$ cat src/rtl/clint_cfg_arbiter_if.sv
// AXI4 master bus used by the CLINT configuration arbiter.
// Single-beat transfers only; the burst fields are carried for protocol completeness.
interface clint_cfg_arbiter_if #(
  parameter int unsigned ADDR_WIDTH = 64,
  parameter int unsigned DATA_WIDTH = 64,
  parameter int unsigned ID_WIDTH   = 6
);
  logic                    aw_valid;
  logic                    aw_ready;
  logic [ADDR_WIDTH-1:0]   aw_addr;
  logic [ID_WIDTH-1:0]     aw_id;
  logic [7:0]              aw_len;
  logic [2:0]              aw_size;
  logic [1:0]              aw_burst;

  logic                    w_valid;
  logic                    w_ready;
  logic [DATA_WIDTH-1:0]   w_data;
  logic [DATA_WIDTH/8-1:0] w_strb;
  logic                    w_last;

  logic                    b_valid;
  logic                    b_ready;
  logic [1:0]              b_resp;
  logic [ID_WIDTH-1:0]     b_id;

  logic                    ar_valid;
  logic                    ar_ready;
  logic [ADDR_WIDTH-1:0]   ar_addr;
  logic [ID_WIDTH-1:0]     ar_id;
  logic [7:0]              ar_len;
  logic [2:0]              ar_size;
  logic [1:0]              ar_burst;

  logic                    r_valid;
  logic                    r_ready;
  logic [DATA_WIDTH-1:0]   r_data;
  logic [1:0]              r_resp;
  logic [ID_WIDTH-1:0]     r_id;
  logic                    r_last;

  modport master (
    output aw_valid, aw_addr, aw_id, aw_len, aw_size, aw_burst,
    input  aw_ready,
    output w_valid, w_data, w_strb, w_last,
    input  w_ready,
    input  b_valid, b_resp, b_id,
    output b_ready,
    output ar_valid, ar_addr, ar_id, ar_len, ar_size, ar_burst,
    input  ar_ready,
    input  r_valid, r_data, r_resp, r_id, r_last,
    output r_ready
  );

  modport slave (
    input  aw_valid, aw_addr, aw_id, aw_len, aw_size, aw_burst,
    output aw_ready,
    input  w_valid, w_data, w_strb, w_last,
    output w_ready,
    output b_valid, b_resp, b_id,
    input  b_ready,
    input  ar_valid, ar_addr, ar_id, ar_len, ar_size, ar_burst,
    output ar_ready,
    output r_valid, r_data, r_resp, r_id, r_last,
    input  r_ready
  );
endinterface

$ cat src/rtl/clint_cfg_arbiter.sv
// Round-robin arbiter funnelling per-requester CLINT register accesses onto a
// single AXI4 master, one transaction outstanding at a time.
module clint_cfg_arbiter #(
  parameter int unsigned NR_REQ         = 2,
  parameter int unsigned AXI_ADDR_WIDTH = 64,
  parameter int unsigned AXI_DATA_WIDTH = 64,
  parameter int unsigned AXI_ID_WIDTH   = 6,
  parameter logic [63:0] CLINT_BASE     = 64'h0200_0000
) (
  input  logic                 aclk,
  input  logic                 areset,
  input  logic [NR_REQ-1:0]    req_valid_i,
  output logic [NR_REQ-1:0]    req_ready_o,
  input  logic [NR_REQ-1:0]    req_we_i,
  input  logic [NR_REQ*16-1:0] req_addr_i,
  input  logic [NR_REQ*64-1:0] req_wdata_i,
  output logic [NR_REQ-1:0]    rsp_valid_o,
  output logic [63:0]          rsp_rdata_o,
  output logic                 rsp_err_o,
  clint_cfg_arbiter_if.master  m_axi_clint
);

  localparam int unsigned IDX_W = (NR_REQ > 1) ? $clog2(NR_REQ) : 1;

  typedef enum logic [2:0] {
    IDLE,
    WR_REQ,
    WR_RSP,
    RD_REQ,
    RD_RSP,
    DONE
  } state_t;

  state_t           state, state_d;
  logic [IDX_W-1:0] ptr;
  logic [IDX_W-1:0] gnt_q;
  logic             we_q;
  logic [15:0]      addr_q;
  logic [63:0]      wdata_q;
  logic             aw_done, w_done;
  logic [63:0]      rdata_q;
  logic             err_q;

  logic             grant_found;
  logic [IDX_W-1:0] grant_idx;
  logic [IDX_W-1:0] ptr_next;
  int unsigned      idx;
  logic [15:0]      sel_addr;
  logic [63:0]      sel_wdata;
  logic             sel_misaligned;

  logic aw_valid, w_valid, b_ready, ar_valid, r_ready;
  logic aw_hs, w_hs;
  logic unused_rsp_fields;

  // First requester at or after ptr, scanning with wraparound.
  always_comb begin
    grant_found = 1'b0;
    grant_idx   = '0;
    idx         = 0;
    for (int unsigned i = 0; i < NR_REQ; i++) begin
      idx = (32'(ptr) + i) % NR_REQ;
      if (!grant_found && req_valid_i[IDX_W'(idx)]) begin
        grant_found = 1'b1;
        grant_idx   = IDX_W'(idx);
      end
    end
  end

  assign ptr_next       = (grant_idx == IDX_W'(NR_REQ - 1)) ? '0 : grant_idx + 1'b1;
  assign sel_addr       = req_addr_i[{grant_idx, 4'b0000} +: 16];
  assign sel_wdata      = req_wdata_i[{grant_idx, 6'b000000} +: 64];
  assign sel_misaligned = |sel_addr[2:0];

  assign aw_hs = aw_valid && m_axi_clint.aw_ready;
  assign w_hs  = w_valid && m_axi_clint.w_ready;

  always_ff @(posedge aclk or posedge areset) begin
    if (areset) state <= IDLE;
    else        state <= state_d;
  end

  always_comb begin
    state_d     = state;
    req_ready_o = '0;
    rsp_valid_o = '0;
    aw_valid    = 1'b0;
    w_valid     = 1'b0;
    b_ready     = 1'b0;
    ar_valid    = 1'b0;
    r_ready     = 1'b0;
    case (state)
      IDLE: begin
        // Accept pulse is held off while reset is asserted even though state already reads IDLE.
        if (grant_found && !areset) begin
          req_ready_o[grant_idx] = 1'b1;
          if (sel_misaligned)            state_d = DONE;
          else if (req_we_i[grant_idx])  state_d = WR_REQ;
          else                           state_d = RD_REQ;
        end
      end
      WR_REQ: begin
        aw_valid = !aw_done;
        w_valid  = !w_done;
        if ((aw_done || aw_hs) && (w_done || w_hs)) state_d = WR_RSP;
      end
      WR_RSP: begin
        b_ready = 1'b1;
        if (m_axi_clint.b_valid) state_d = DONE;
      end
      RD_REQ: begin
        ar_valid = 1'b1;
        if (m_axi_clint.ar_ready) state_d = RD_RSP;
      end
      RD_RSP: begin
        r_ready = 1'b1;
        if (m_axi_clint.r_valid) state_d = DONE;
      end
      DONE: begin
        rsp_valid_o[gnt_q] = 1'b1;
        state_d            = IDLE;
      end
      default: state_d = IDLE;
    endcase
  end

  always_ff @(posedge aclk or posedge areset) begin
    if (areset) begin
      ptr     <= '0;
      gnt_q   <= '0;
      we_q    <= 1'b0;
      addr_q  <= '0;
      wdata_q <= '0;
      aw_done <= 1'b0;
      w_done  <= 1'b0;
      rdata_q <= '0;
      err_q   <= 1'b0;
    end else begin
      case (state)
        IDLE: begin
          if (grant_found) begin
            gnt_q   <= grant_idx;
            ptr     <= ptr_next;
            we_q    <= req_we_i[grant_idx];
            addr_q  <= sel_addr;
            wdata_q <= sel_wdata;
            aw_done <= 1'b0;
            w_done  <= 1'b0;
            rdata_q <= '0;
            err_q   <= sel_misaligned;
          end
        end
        WR_REQ: begin
          if (aw_hs) aw_done <= 1'b1;
          if (w_hs)  w_done  <= 1'b1;
        end
        WR_RSP: begin
          if (m_axi_clint.b_valid) err_q <= (m_axi_clint.b_resp != 2'b00);
        end
        RD_RSP: begin
          if (m_axi_clint.r_valid) begin
            rdata_q <= 64'(m_axi_clint.r_data);
            err_q   <= (m_axi_clint.r_resp != 2'b00);
          end
        end
        default: ;
      endcase
    end
  end

  assign rsp_rdata_o = rdata_q;
  assign rsp_err_o   = err_q;

  assign m_axi_clint.aw_valid = aw_valid;
  assign m_axi_clint.aw_addr  = AXI_ADDR_WIDTH'(CLINT_BASE) + AXI_ADDR_WIDTH'(addr_q);
  assign m_axi_clint.aw_id    = AXI_ID_WIDTH'(0);
  assign m_axi_clint.aw_len   = 8'd0;
  assign m_axi_clint.aw_size  = 3'd3;
  assign m_axi_clint.aw_burst = 2'b01;

  assign m_axi_clint.w_valid  = w_valid;
  assign m_axi_clint.w_data   = AXI_DATA_WIDTH'(wdata_q);
  assign m_axi_clint.w_strb   = '1;
  assign m_axi_clint.w_last   = 1'b1;

  assign m_axi_clint.b_ready  = b_ready;

  assign m_axi_clint.ar_valid = ar_valid;
  assign m_axi_clint.ar_addr  = AXI_ADDR_WIDTH'(CLINT_BASE) + AXI_ADDR_WIDTH'(addr_q);
  assign m_axi_clint.ar_id    = AXI_ID_WIDTH'(0);
  assign m_axi_clint.ar_len   = 8'd0;
  assign m_axi_clint.ar_size  = 3'd3;
  assign m_axi_clint.ar_burst = 2'b01;

  assign m_axi_clint.r_ready  = r_ready;

  // Response IDs and r_last carry no information for single-beat, ID-0 traffic.
  assign unused_rsp_fields = ^{m_axi_clint.b_id, m_axi_clint.r_id, m_axi_clint.r_last, we_q};

endmodule

$ cat src/flat_wrapper.sv
// flat-port wrapper written by rule: the top's interface ports become plain ports
module clint_cfg_arbiter_flat 
#(
  parameter int unsigned NR_REQ         = 2,
  parameter int unsigned AXI_ADDR_WIDTH = 64,
  parameter int unsigned AXI_DATA_WIDTH = 64,
  parameter int unsigned AXI_ID_WIDTH   = 6,
  parameter logic [63:0] CLINT_BASE     = 64'h0200_0000
)
  (aclk, areset, req_valid_i, req_ready_o, req_we_i, req_addr_i, req_wdata_i, rsp_valid_o, rsp_rdata_o, rsp_err_o, m_axi_clint_aw_valid, m_axi_clint_aw_addr, m_axi_clint_aw_id, m_axi_clint_aw_len, m_axi_clint_aw_size, m_axi_clint_aw_burst, m_axi_clint_aw_ready, m_axi_clint_w_valid, m_axi_clint_w_data, m_axi_clint_w_strb, m_axi_clint_w_last, m_axi_clint_w_ready, m_axi_clint_b_valid, m_axi_clint_b_resp, m_axi_clint_b_id, m_axi_clint_b_ready, m_axi_clint_ar_valid, m_axi_clint_ar_addr, m_axi_clint_ar_id, m_axi_clint_ar_len, m_axi_clint_ar_size, m_axi_clint_ar_burst, m_axi_clint_ar_ready, m_axi_clint_r_valid, m_axi_clint_r_data, m_axi_clint_r_resp, m_axi_clint_r_id, m_axi_clint_r_last, m_axi_clint_r_ready);
  clint_cfg_arbiter_if #(.ADDR_WIDTH(64), .DATA_WIDTH(64), .ID_WIDTH(6)) m_axi_clint_i ();
  input  logic aclk;
  input  logic areset;
  input  logic [NR_REQ-1:0] req_valid_i;
  output logic [NR_REQ-1:0] req_ready_o;
  input  logic [NR_REQ-1:0] req_we_i;
  input  logic [NR_REQ*16-1:0] req_addr_i;
  input  logic [NR_REQ*64-1:0] req_wdata_i;
  output logic [NR_REQ-1:0] rsp_valid_o;
  output logic [63:0] rsp_rdata_o;
  output logic rsp_err_o;
  output wire logic [$bits(m_axi_clint_i.aw_valid)-1:0] m_axi_clint_aw_valid;
  output wire logic [$bits(m_axi_clint_i.aw_addr)-1:0] m_axi_clint_aw_addr;
  output wire logic [$bits(m_axi_clint_i.aw_id)-1:0] m_axi_clint_aw_id;
  output wire logic [$bits(m_axi_clint_i.aw_len)-1:0] m_axi_clint_aw_len;
  output wire logic [$bits(m_axi_clint_i.aw_size)-1:0] m_axi_clint_aw_size;
  output wire logic [$bits(m_axi_clint_i.aw_burst)-1:0] m_axi_clint_aw_burst;
  input wire logic [$bits(m_axi_clint_i.aw_ready)-1:0] m_axi_clint_aw_ready;
  output wire logic [$bits(m_axi_clint_i.w_valid)-1:0] m_axi_clint_w_valid;
  output wire logic [$bits(m_axi_clint_i.w_data)-1:0] m_axi_clint_w_data;
  output wire logic [$bits(m_axi_clint_i.w_strb)-1:0] m_axi_clint_w_strb;
  output wire logic [$bits(m_axi_clint_i.w_last)-1:0] m_axi_clint_w_last;
  input wire logic [$bits(m_axi_clint_i.w_ready)-1:0] m_axi_clint_w_ready;
  input wire logic [$bits(m_axi_clint_i.b_valid)-1:0] m_axi_clint_b_valid;
  input wire logic [$bits(m_axi_clint_i.b_resp)-1:0] m_axi_clint_b_resp;
  input wire logic [$bits(m_axi_clint_i.b_id)-1:0] m_axi_clint_b_id;
  output wire logic [$bits(m_axi_clint_i.b_ready)-1:0] m_axi_clint_b_ready;
  output wire logic [$bits(m_axi_clint_i.ar_valid)-1:0] m_axi_clint_ar_valid;
  output wire logic [$bits(m_axi_clint_i.ar_addr)-1:0] m_axi_clint_ar_addr;
  output wire logic [$bits(m_axi_clint_i.ar_id)-1:0] m_axi_clint_ar_id;
  output wire logic [$bits(m_axi_clint_i.ar_len)-1:0] m_axi_clint_ar_len;
  output wire logic [$bits(m_axi_clint_i.ar_size)-1:0] m_axi_clint_ar_size;
  output wire logic [$bits(m_axi_clint_i.ar_burst)-1:0] m_axi_clint_ar_burst;
  input wire logic [$bits(m_axi_clint_i.ar_ready)-1:0] m_axi_clint_ar_ready;
  input wire logic [$bits(m_axi_clint_i.r_valid)-1:0] m_axi_clint_r_valid;
  input wire logic [$bits(m_axi_clint_i.r_data)-1:0] m_axi_clint_r_data;
  input wire logic [$bits(m_axi_clint_i.r_resp)-1:0] m_axi_clint_r_resp;
  input wire logic [$bits(m_axi_clint_i.r_id)-1:0] m_axi_clint_r_id;
  input wire logic [$bits(m_axi_clint_i.r_last)-1:0] m_axi_clint_r_last;
  output wire logic [$bits(m_axi_clint_i.r_ready)-1:0] m_axi_clint_r_ready;
  assign m_axi_clint_aw_valid = m_axi_clint_i.aw_valid;
  assign m_axi_clint_aw_addr = m_axi_clint_i.aw_addr;
  assign m_axi_clint_aw_id = m_axi_clint_i.aw_id;
  assign m_axi_clint_aw_len = m_axi_clint_i.aw_len;
  assign m_axi_clint_aw_size = m_axi_clint_i.aw_size;
  assign m_axi_clint_aw_burst = m_axi_clint_i.aw_burst;
  assign m_axi_clint_i.aw_ready = m_axi_clint_aw_ready;
  assign m_axi_clint_w_valid = m_axi_clint_i.w_valid;
  assign m_axi_clint_w_data = m_axi_clint_i.w_data;
  assign m_axi_clint_w_strb = m_axi_clint_i.w_strb;
  assign m_axi_clint_w_last = m_axi_clint_i.w_last;
  assign m_axi_clint_i.w_ready = m_axi_clint_w_ready;
  assign m_axi_clint_i.b_valid = m_axi_clint_b_valid;
  assign m_axi_clint_i.b_resp = m_axi_clint_b_resp;
  assign m_axi_clint_i.b_id = m_axi_clint_b_id;
  assign m_axi_clint_b_ready = m_axi_clint_i.b_ready;
  assign m_axi_clint_ar_valid = m_axi_clint_i.ar_valid;
  assign m_axi_clint_ar_addr = m_axi_clint_i.ar_addr;
  assign m_axi_clint_ar_id = m_axi_clint_i.ar_id;
  assign m_axi_clint_ar_len = m_axi_clint_i.ar_len;
  assign m_axi_clint_ar_size = m_axi_clint_i.ar_size;
  assign m_axi_clint_ar_burst = m_axi_clint_i.ar_burst;
  assign m_axi_clint_i.ar_ready = m_axi_clint_ar_ready;
  assign m_axi_clint_i.r_valid = m_axi_clint_r_valid;
  assign m_axi_clint_i.r_data = m_axi_clint_r_data;
  assign m_axi_clint_i.r_resp = m_axi_clint_r_resp;
  assign m_axi_clint_i.r_id = m_axi_clint_r_id;
  assign m_axi_clint_i.r_last = m_axi_clint_r_last;
  assign m_axi_clint_r_ready = m_axi_clint_i.r_ready;
  clint_cfg_arbiter #(.NR_REQ(NR_REQ), .AXI_ADDR_WIDTH(AXI_ADDR_WIDTH), .AXI_DATA_WIDTH(AXI_DATA_WIDTH), .AXI_ID_WIDTH(AXI_ID_WIDTH), .CLINT_BASE(CLINT_BASE)) u_core (.aclk(aclk), .areset(areset), .req_valid_i(req_valid_i), .req_ready_o(req_ready_o), .req_we_i(req_we_i), .req_addr_i(req_addr_i), .req_wdata_i(req_wdata_i), .rsp_valid_o(rsp_valid_o), .rsp_rdata_o(rsp_rdata_o), .rsp_err_o(rsp_err_o), .m_axi_clint(m_axi_clint_i));
endmodule
$ cat config.mk
export PLATFORM = sky130hd
export DESIGN_NAME = clint_cfg_arbiter_flat
export DESIGN_NICKNAME = d
export VERILOG_FILES = /design/src/rtl/clint_cfg_arbiter_if.sv /design/src/rtl/clint_cfg_arbiter.sv /design/src/flat_wrapper.sv
export SDC_FILE = /design/constraint.sdc
export NUM_CORES = 1
export LEC_CHECK = 0
export ABC_AREA = 1
export CAP_MARGIN = 20
export CORE_AREA = 2 2 218 220
export DETAILED_ROUTE_END_ITERATION = 8
export DIE_AREA = 0 0 220 222
export GPL_ROUTABILITY_DRIVEN = 0
export PLACE_DENSITY = 0.43
export SYNTH_ARGS = -nofsm -noshare
export SYNTH_HDL_FRONTEND = slang
export SYNTH_SLANG_ARGS = --single-unit
$ cat constraint.sdc
create_clock -name aclk -period 12.4 [get_ports aclk]
set_input_delay 1.86 -clock aclk [delete_from_list [all_inputs] [get_ports aclk]]
set_output_delay 1.86 -clock aclk [all_outputs]
set_load 0.02 [all_outputs]
==> flow_metrics.tcl, run 1 <==
set metrics [dict create \
    outcome "completed" \
    numCtsBuffers 17 \
    die_w_um 220 \
    synthCells 999 \
    setup_ws_ns 5.87 \
    r2r_start "u_core.state[0]$_DFFE_PP0P_" \
    io-pin-count 565 \
    final_common_cell "clkdlybuf4s50_1" \
    syn_area_per_cell_um2 8.31 \
    min_to "u_core.w_done$_DFFE_PP0P_" \
    cp-end-kind "output pin" \
    hold_buffers 0 \
    worstReg2RegEnd "u_core.rsp_rdata_o[1]$_DFFE_PP0P_" \
    ys_types 24 \
    cts_root_buffer "clkbuf_16" \
    placed_area_mm2 0.0122 \
    grt_pass1_wl_mm 50.7 \
    diodes 0 \
    dr.first_iter.drc_count 473 \
    stdcell_count 1959 \
    drive_above_1_share 0.0392 \
    clk_path_buf_depth 2 \
    crit_type "in -> out" \
    whs_ns 0.480 \
    worstPathRequired_ns 10.54 \
    synth_seq_cells 152 \
    seq_area_mm2 0.00380 \
    final_util 0.278 \
    vias 8015 \
    hold_violations 0 \
    first_pass_iters 7 \
    drt-total-wl_mm 34.6 \
    dpl.hpwl_mm 22.9 \
    dp.cells 1927 \
    whs_path_depth 2 \
    initial_utilization 0.179 \
    wl_per_cell_um 17.7 \
    stdcell_area_mm2 0.0128 \
    post_cts_buffers 0 \
    synth_area_mm2 0.00830 \
    h-tree-depth 4 \
    finClkSkew_ns 0.0148 \
    cts.clk_slew.worst_paths_ns 0.06 \
    io_buffers 408 \
    dp_slack_ns 5.74 \
    core_mm2 0.0463 \
    nFillCells 5042 \
    relSlewSlack 0.274 \
    grt_pass1_vias 7900 \
    drv_cap 0 \
    postRouteAntennaNets 0 \
    final_cell_mix "clkdlybuf4s50_1 (407), nand3_1 (291), nand2_1 (174)" \
    drc 0 \
    reg2reg_depth 8 \
    period_needed_ns 6.53 \
    finalSetupViolCount 0 \
    power.total_mw 3.00 \
    clock_latency_ns 0.49 \
    period_share 0.526 \
    syn2layout_area_growth_pct 54.7 \
    via_per_inst 4.09 \
    yosysSeqAreaShare 0.458 \
    setup_tns_ns 0 \
    grt-ovfl-total 0 \
    hp-class "reg -> reg" \
    arrival_ns 4.67 \
    p_per_area_mw_per_mm2 234 \
    worstSetupStartpointType "primary input" \
    grt_use_total 0.140 \
    leakagePower_nw 5.79 \
    reg2reg_slack_ns 8.86 \
    grt_max_degree 85 \
    tritoncts "built" \
    grt_setup_unrepaired "false" \
    num_rows 79 \
    ys_warn_count 0 \
    worstMarginPinSlew_ns 1.09 \
    crit_fanout 84 \
    maxClockFrequency_mhz 153 \
    multi_input_comb_area_mm2 0.00342 \
    layout.nets 1591 \
    antenna_found_initial 2 \
    dieArea_mm2 0.0488 \
    hold_start "u_core.w_done$_DFFE_PP0P_" \
    max-vdd-ir-drop_uv 116 \
    cts_sinks 152 \
    fp.dieH_um 222 \
    ctsResizeCount 0 \
    finalMaxSlewViolations 0 \
]
## how the worst max path moves through the flow
stage	startpoint	endpoint	slack (ns)	cells past startpoint
after CTS	req_valid_i[0]	req_ready_o[0]	5.74	6
after detailed placement	req_valid_i[0]	req_ready_o[0]	5.74	6
after global routing	req_valid_i[0]	req_ready_o[0]	5.69	6
after floorplan	areset	u_core.addr_q[0]$_DFFE_PP0P_	6.43	1
final	req_valid_i[0]	req_ready_o[0]	5.87	6
after global placement	req_valid_i[0]	req_ready_o[0]	5.74	6
## synthesized netlist by cell type
cell type	count	area [um2]
nor3_1	3	15.0
a21oi_1	2	10.0
and2_1	1	6.26
nor2_4	1	11.3
nand2_4	2	22.5
dfrtp_1	152	3800
o21ai_0	8	40.0
nor2_1	17	63.8
nor2_8	1	20.0
nand3_1	291	1460
buf_2	35	175
buf_1	7	26.3
inv_1	15	56.3
nand4_1	77	482
clkbuf_1	33	124
inv_2	2	7.51
o31ai_1	2	15.0
buf_4	163	1220
nand2_1	177	664
nor3_4	1	16.3
nand3b_1	5	37.5
conb_1	2	7.51
a22o_1	1	8.76
inv_4	1	6.26
## cells by family (layout without fill, tap and decap cells)
group,Yosys count,count (layout),share of synthesized area
other cells,2,143,0.000905
buf+inv,256,468,0.195
compound gates,13,13,0.00889
simple gates,576,576,0.337
flops,152,152,0.458
## metal layers
metal  global-route usage  up-vias  share of wire
met4               0.0515        4          0.020
met2                0.218      340           0.46
li1                     -     3785              -
met3               0.0572       39          0.090
met5                    0        -        0.00072
met1                0.173     3847           0.42
## sequential cells by signal (all words and copies together) (netlist names)
signal and cells:
u_core.addr_q 16, u_core.aw_done 1, u_core.gnt_q 1, u_core.m_axi_clint.w_data 64, u_core.ptr 1, u_core.rsp_err_o 1, u_core.rsp_rdata_o 64, u_core.state 3
u_core.w_done 1
## where the power goes
| part | switching (mW) | internal, mW | total [mW] | leakage [nW] |
|---|---|---|---|---|
| sequential | 0.137 | 0.708 | 0.845 | 1.97 |
| clock | 0.238 | 0.341 | 0.579 | 0.296 |
| combinational | 0.941 | 0.636 | 1.58 | 3.53 |
| total | 1.32 | 1.68 | 3.00 | 5.79 |
## layout make-up
| cell class | count | area share |
|---|---|---|
| Timing Repair Buffer | 418 | 0.324 |
| Sequential cell | 152 | 0.296 |
| Multi-Input combinational cell | 732 | 0.267 |
| Tap cell | 607 | 0.0592 |
| Clock buffer | 20 | 0.0348 |
| Clock inverter | 12 | 0.0136 |
| Inverter | 18 | 0.00585 |
## critical path, stage by stage
cell and delay [ns]:
clkdlybuf4s50_1 0.53, nand2_4 0.56, nand2_4 0.69, nand2_1 0.19, nor2_1 0.17, clkdlybuf4s50_1 0.64
Note: power is estimated with default switching activity, not from simulation.
==> run 2: changes to the inputs <==
--- a/config.mk
+++ b/config.mk
@@ -7,9 +7,9 @@
 export LEC_CHECK = 0
 export ABC_AREA = 1
 export CAP_MARGIN = 20
-export CORE_AREA = 2 2 218 220
+export CORE_AREA = 2 2 220 222
 export DETAILED_ROUTE_END_ITERATION = 8
-export DIE_AREA = 0 0 220 222
+export DIE_AREA = 0 0 222 224
 export GPL_ROUTABILITY_DRIVEN = 0
 export PLACE_DENSITY = 0.43
 export SYNTH_ARGS = -nofsm -noshare
==> constraint.sdc (replaced) <==
create_clock -name aclk -period 6.05 [get_ports aclk]
set_input_delay 0.9075 -clock aclk [delete_from_list [all_inputs] [get_ports aclk]]
set_output_delay 0.9075 -clock aclk [all_outputs]
set_load 0.02 [all_outputs]
==> flow_metrics.tcl, run 2 (synthesized netlist as in run 1, its figures left out) <==
set metrics [dict create \
    outcome "completed" \
    stdcell_area_mm2 0.0128 \
    antenna_found_initial 2 \
    ctsResizeCount 0 \
    via_per_inst 4.07 \
    worstMarginPinSlew_ns 1.06 \
    first_pass_iters 4 \
    wl_per_cell_um 17.2 \
    period_needed_ns 4.39 \
    initial_utilization 0.175 \
    dpl.hpwl_mm 22.6 \
    drc 0 \
    cp-end-kind "output pin" \
    cts.clk_slew.worst_paths_ns 0.06 \
    finalSetupViolCount 0 \
    num_rows 80 \
    period_share 0.726 \
    drive_above_1_share 0.0399 \
    hold_start "u_core.w_done$_DFFE_PP0P_" \
    grt_setup_unrepaired "false" \
    clk_path_buf_depth 2 \
    layout.nets 1592 \
    dieArea_mm2 0.0497 \
    finalMaxSlewViolations 0 \
    maxClockFrequency_mhz 228 \
    postRouteAntennaNets 0 \
    worstPathRequired_ns 5.14 \
    crit_type "in -> out" \
    arrival_ns 3.49 \
    relSlewSlack 0.295 \
    hp-class "reg -> reg" \
    grt_pass1_vias 7750 \
    cts_sinks 152 \
    placed_area_mm2 0.0122 \
    worstSetupStartpointType "primary input" \
    die_w_um 222 \
    grt_max_degree 84 \
    r2r_start "u_core.state[0]$_DFFE_PP0P_" \
    grt_use_total 0.134 \
    io_buffers 408 \
    syn2layout_area_growth_pct 54.8 \
    p_per_area_mw_per_mm2 474 \
    whs_ns 0.476 \
    max-vdd-ir-drop_uv 170 \
    grt-ovfl-total 0 \
    grt_pass1_wl_mm 49.9 \
    final_common_cell "clkdlybuf4s50_1" \
    final_cell_mix "clkdlybuf4s50_1 (407), nand3_1 (291), nand2_1 (174)" \
    h-tree-depth 4 \
    cts_root_buffer "clkbuf_16" \
    post_cts_buffers 0 \
    io-pin-count 565 \
    leakagePower_nw 5.78 \
    drv_cap 0 \
    crit_fanout 46 \
    clock_latency_ns 0.49 \
    startpoint "req_valid_i[0]" \
    hold_violations 0 \
    dr.first_iter.drc_count 457 \
    setup_tns_ns 0 \
    tritoncts "built" \
    core_mm2 0.0473 \
    finClkSkew_ns 0.0145 \
    numCtsBuffers 17 \
    hold_buffers 0 \
    vias 8008 \
    drt-total-wl_mm 33.8 \
    fp.dieH_um 224 \
]
[run 2: cell count changes in the layout (fill, tap and decap cells not counted)]
cell,before,now
buf_4,11,10
clkinvlp_4,3,5
diode_2,0,1
buf_12,0,1
clkinv_4,2,1
buf_2,0,1
bufinv_16,4,3
[run 2: worst paths after layout]
kind                       cells past startpoint  slack (ns)                                        to
min                                            2        0.48                 u_core.w_done$_DFFE_PP0P_
min in group asynchronous                      2        1.04              u_core.addr_q[7]$_DFFE_PP0P_
max in group asynchronous                      3        3.98  u_core.m_axi_clint.w_data[5]$_DFFE_PP0P_
max                                            6        1.66                            req_ready_o[0]
max reg2reg                                    7        2.98         u_core.rsp_rdata_o[2]$_DFFE_PP0P_
min reg2reg                                    2        0.48                 u_core.w_done$_DFFE_PP0P_
[run 2: critical path, cell delays in order]
cell	delay (ns)
clkdlybuf4s50_1	0.58
nand2_4	0.32
nand2_4	0.58
nand2_1	0.21
nor2_1	0.21
clkdlybuf4s50_1	0.67
[run 2: per-stage QoR]
| step | setup slack, ns | utilization | std cells | total power, mW |
|---|---|---|---|---|
| final | 1.66 | 0.271 | 1969 | 6.09 |
| after global routing | 1.48 | 0.271 | 1969 | 6.50 |
| after CTS | 1.50 | 0.271 | 1968 | 6.22 |
| after detailed placement | 1.50 | 0.259 | 1936 | 5.02 |
| after global placement | 1.50 | 0.259 | 1936 | 5.03 |
| after floorplan | 1.03 | - | 1140 | 3.59 |
[run 2: where the power goes]
part	switching [mW]	total, mW	leakage (nW)	internal, mW
clock network	0.485	1.14	0.278	0.656
registers	0.280	1.73	1.97	1.45
logic	1.92	3.22	3.54	1.31
total	2.68	6.09	5.78	3.41
[run 2: per-layer routing]
metal,global-route usage,wire (um),share of wire,up-vias
met5,0,7,0.00021,-
met4,0.0549,846,0.025,2
met3,0.0510,2540,0.075,42
met2,0.206,15700,0.46,332
met1,0.168,14800,0.44,3848
li1,-,-,-,3784
[run 2: layout make-up]
cell class / count / area (um2)
Sequential cell: 152 / 3800
Timing Repair Buffer: 419 / 4170
Clock buffer: 20 / 447
Fill cell: 5178 / 34500
Multi-Input combinational cell: 732 / 3420
Antenna cell: 1 / 2.50
Inverter: 18 / 75.1
Tap cell: 615 / 769
Clock inverter: 12 / 151
==> run 3: changes to the inputs <==
==> constraint.sdc (replaced) <==
create_clock -name aclk -period 4.1 [get_ports aclk]
set_input_delay 0.615 -clock aclk [delete_from_list [all_inputs] [get_ports aclk]]
set_output_delay 0.615 -clock aclk [all_outputs]
set_load 0.02 [all_outputs]
==> flow_metrics.tcl, run 3 (synthesized netlist as in run 1, its figures left out) <==
set metrics [dict create \
    relSlewSlack 0.287 \
    outcome "completed" \
    p_int_mw 5.12 \
    hold_buffers 0 \
    io-pin-count 565 \
    wl_per_cell_um 17.4 \
    h-tree-depth 4 \
    vias 8136 \
    post_cts_buffers 0 \
    dpl.hpwl_mm 22.9 \
    grt_max_degree 153 \
    dr.first_iter.drc_count 498 \
    pwr-share-seq 0.280 \
    cp_num_buf_inv 2 \
    hp-class "reg -> reg" \
    max-vdd-ir-drop_uv 337 \
    core_mm2 0.0473 \
    combPwrFrac 0.525 \
    cts_root_buffer "clkbuf_16" \
    layout.nets 1593 \
    drv_cap 0 \
    final_cell_mix "clkdlybuf4s50_1 (407), nand3_1 (291), nand2_1 (174)" \
    cts.clk_slew.worst_paths_ns 0.07 \
    tritoncts "built" \
    setup_ws_ns 1.24 \
    hold_violations 0 \
    postRouteAntennaNets 0 \
    cp_top_family "buffers and inverters" \
    ctsResizeCount 0 \
    maxClockFrequency_mhz 349 \
    clock_latency_ns 0.49 \
    grt_setup_unrepaired "false" \
    period_needed_ns 2.86 \
    worstSetupStartpointType "primary input" \
    drt-total-wl_mm 34.2 \
    crit_fanout 3 \
    finalMaxSlewViolations 0 \
    p_per_area_mw_per_mm2 706 \
    cts_sinks 152 \
    final_common_cell "clkdlybuf4s50_1" \
    worstPathRequired_ns 3.48 \
    finClkSkew_ns 0.0142 \
    grt_use_total 0.136 \
    finalSetupViolCount 0 \
    setup_tns_ns 0 \
    arrival_ns 2.25 \
    numCtsBuffers 17 \
    syn2layout_area_growth_pct 55.5 \
    num_rows 80 \
    via_per_inst 4.13 \
    period_share 0.699 \
    drc 0 \
    crit_type "in -> out" \
    grt_pass1_wl_mm 50.8 \
    worstMarginPinSlew_ns 1.07 \
    leakagePower_nw 5.82 \
    switching_power_mw 3.99 \
    io_buffers 408 \
    final_util 0.273 \
    first_pass_iters 5 \
    switching_share 0.438 \
    fp.dieH_um 224 \
    clock_power_share 0.195 \
    die_w_um 222 \
    dieArea_mm2 0.0497 \
    cp-end-kind "output pin" \
    cp_slowest_cell "clkdlybuf4s50_1" \
    cp_cell_sequence "clkdlybuf4s50_1 > nor2_1 > nor2_8 > nand2_1 > nor2_1 > clkdlybuf4s50_1" \
    grt_pass1_vias 7997 \
    antenna_found_initial 5 \
    drive_above_1_share 0.0421 \
    grt-ovfl-total 0 \
    dp_slack_ns 1.01 \
    initial_utilization 0.175 \
    slowest_delay_ns 0.65 \
    clk_path_buf_depth 2 \
]
-- run 3: per-layer routing --
layer | vias to the layer above | track usage | part of all wire
met3 | 52 | 0.0601 | 0.088
met1 | 3946 | 0.161 | 0.41
li1 | 3788 | - | -
met5 | - | 0 | 0.0017
met4 | 8 | 0.0556 | 0.025
met2 | 342 | 0.216 | 0.48
-- run 3: power groups by stage --
stage               Sequential (mW)  Clock, mW  Combinational (mW)
finish                         2.55       1.78                4.79
global route                   2.64       1.91                5.18
CTS                            2.56       1.87                4.89
detailed placement             2.57          0                4.88
global placement               2.57          0                4.89
floorplan                      3.25          0                2.05
-- run 3: area by class of cell --
type,instances,area (um2)
fillers,5141,34400
repair buffers,420,4200
flip-flops and latches,152,3800
multi-input cells,732,3420
well taps,615,769
clock buffers,18,439
clock inverters,14,196
inverters,18,73.8
diodes,1,2.50
-- run 3: stage by stage --
stage	cells	hold WS (ns)	power [mW]	instance area (um2)
floorplan	1140	0.443	5.30	8830
global placement	1937	0.457	7.46	12300
detailed placement	1937	0.461	7.45	12300
CTS	1969	0.452	9.33	12900
global route	1969	0.509	9.73	12900
finish	1970	0.471	9.11	12900
-- run 3: final timing paths --
kind / cells after the start / slack, ns / endpoint / startpoint
max reg2reg: 11 / 1.70 / u_core.state[1]$_DFFE_PP0P_ / u_core.state[0]$_DFFE_PP0P_
min reg2reg: 2 / 0.47 / u_core.w_done$_DFFE_PP0P_ / u_core.w_done$_DFFE_PP0P_
max in group asynchronous: 3 / 2.49 / u_core.m_axi_clint.w_data[51]$_DFFE_PP0P_ / areset
min in group asynchronous: 3 / 0.88 / u_core.rsp_err_o$_DFFE_PP0P_ / areset
max: 6 / 1.24 / req_ready_o[0] / req_valid_i[0]
min: 2 / 0.47 / u_core.w_done$_DFFE_PP0P_ / u_core.w_done$_DFFE_PP0P_
-- run 3: worst min-delay path, delay by kind of cell (launching register included) --
| kind | cells | cell delay, ns |
|---|---|---|
| DFF | 1 | 0.34 |
| and+or+nand+nor | 2 | 0.11 |
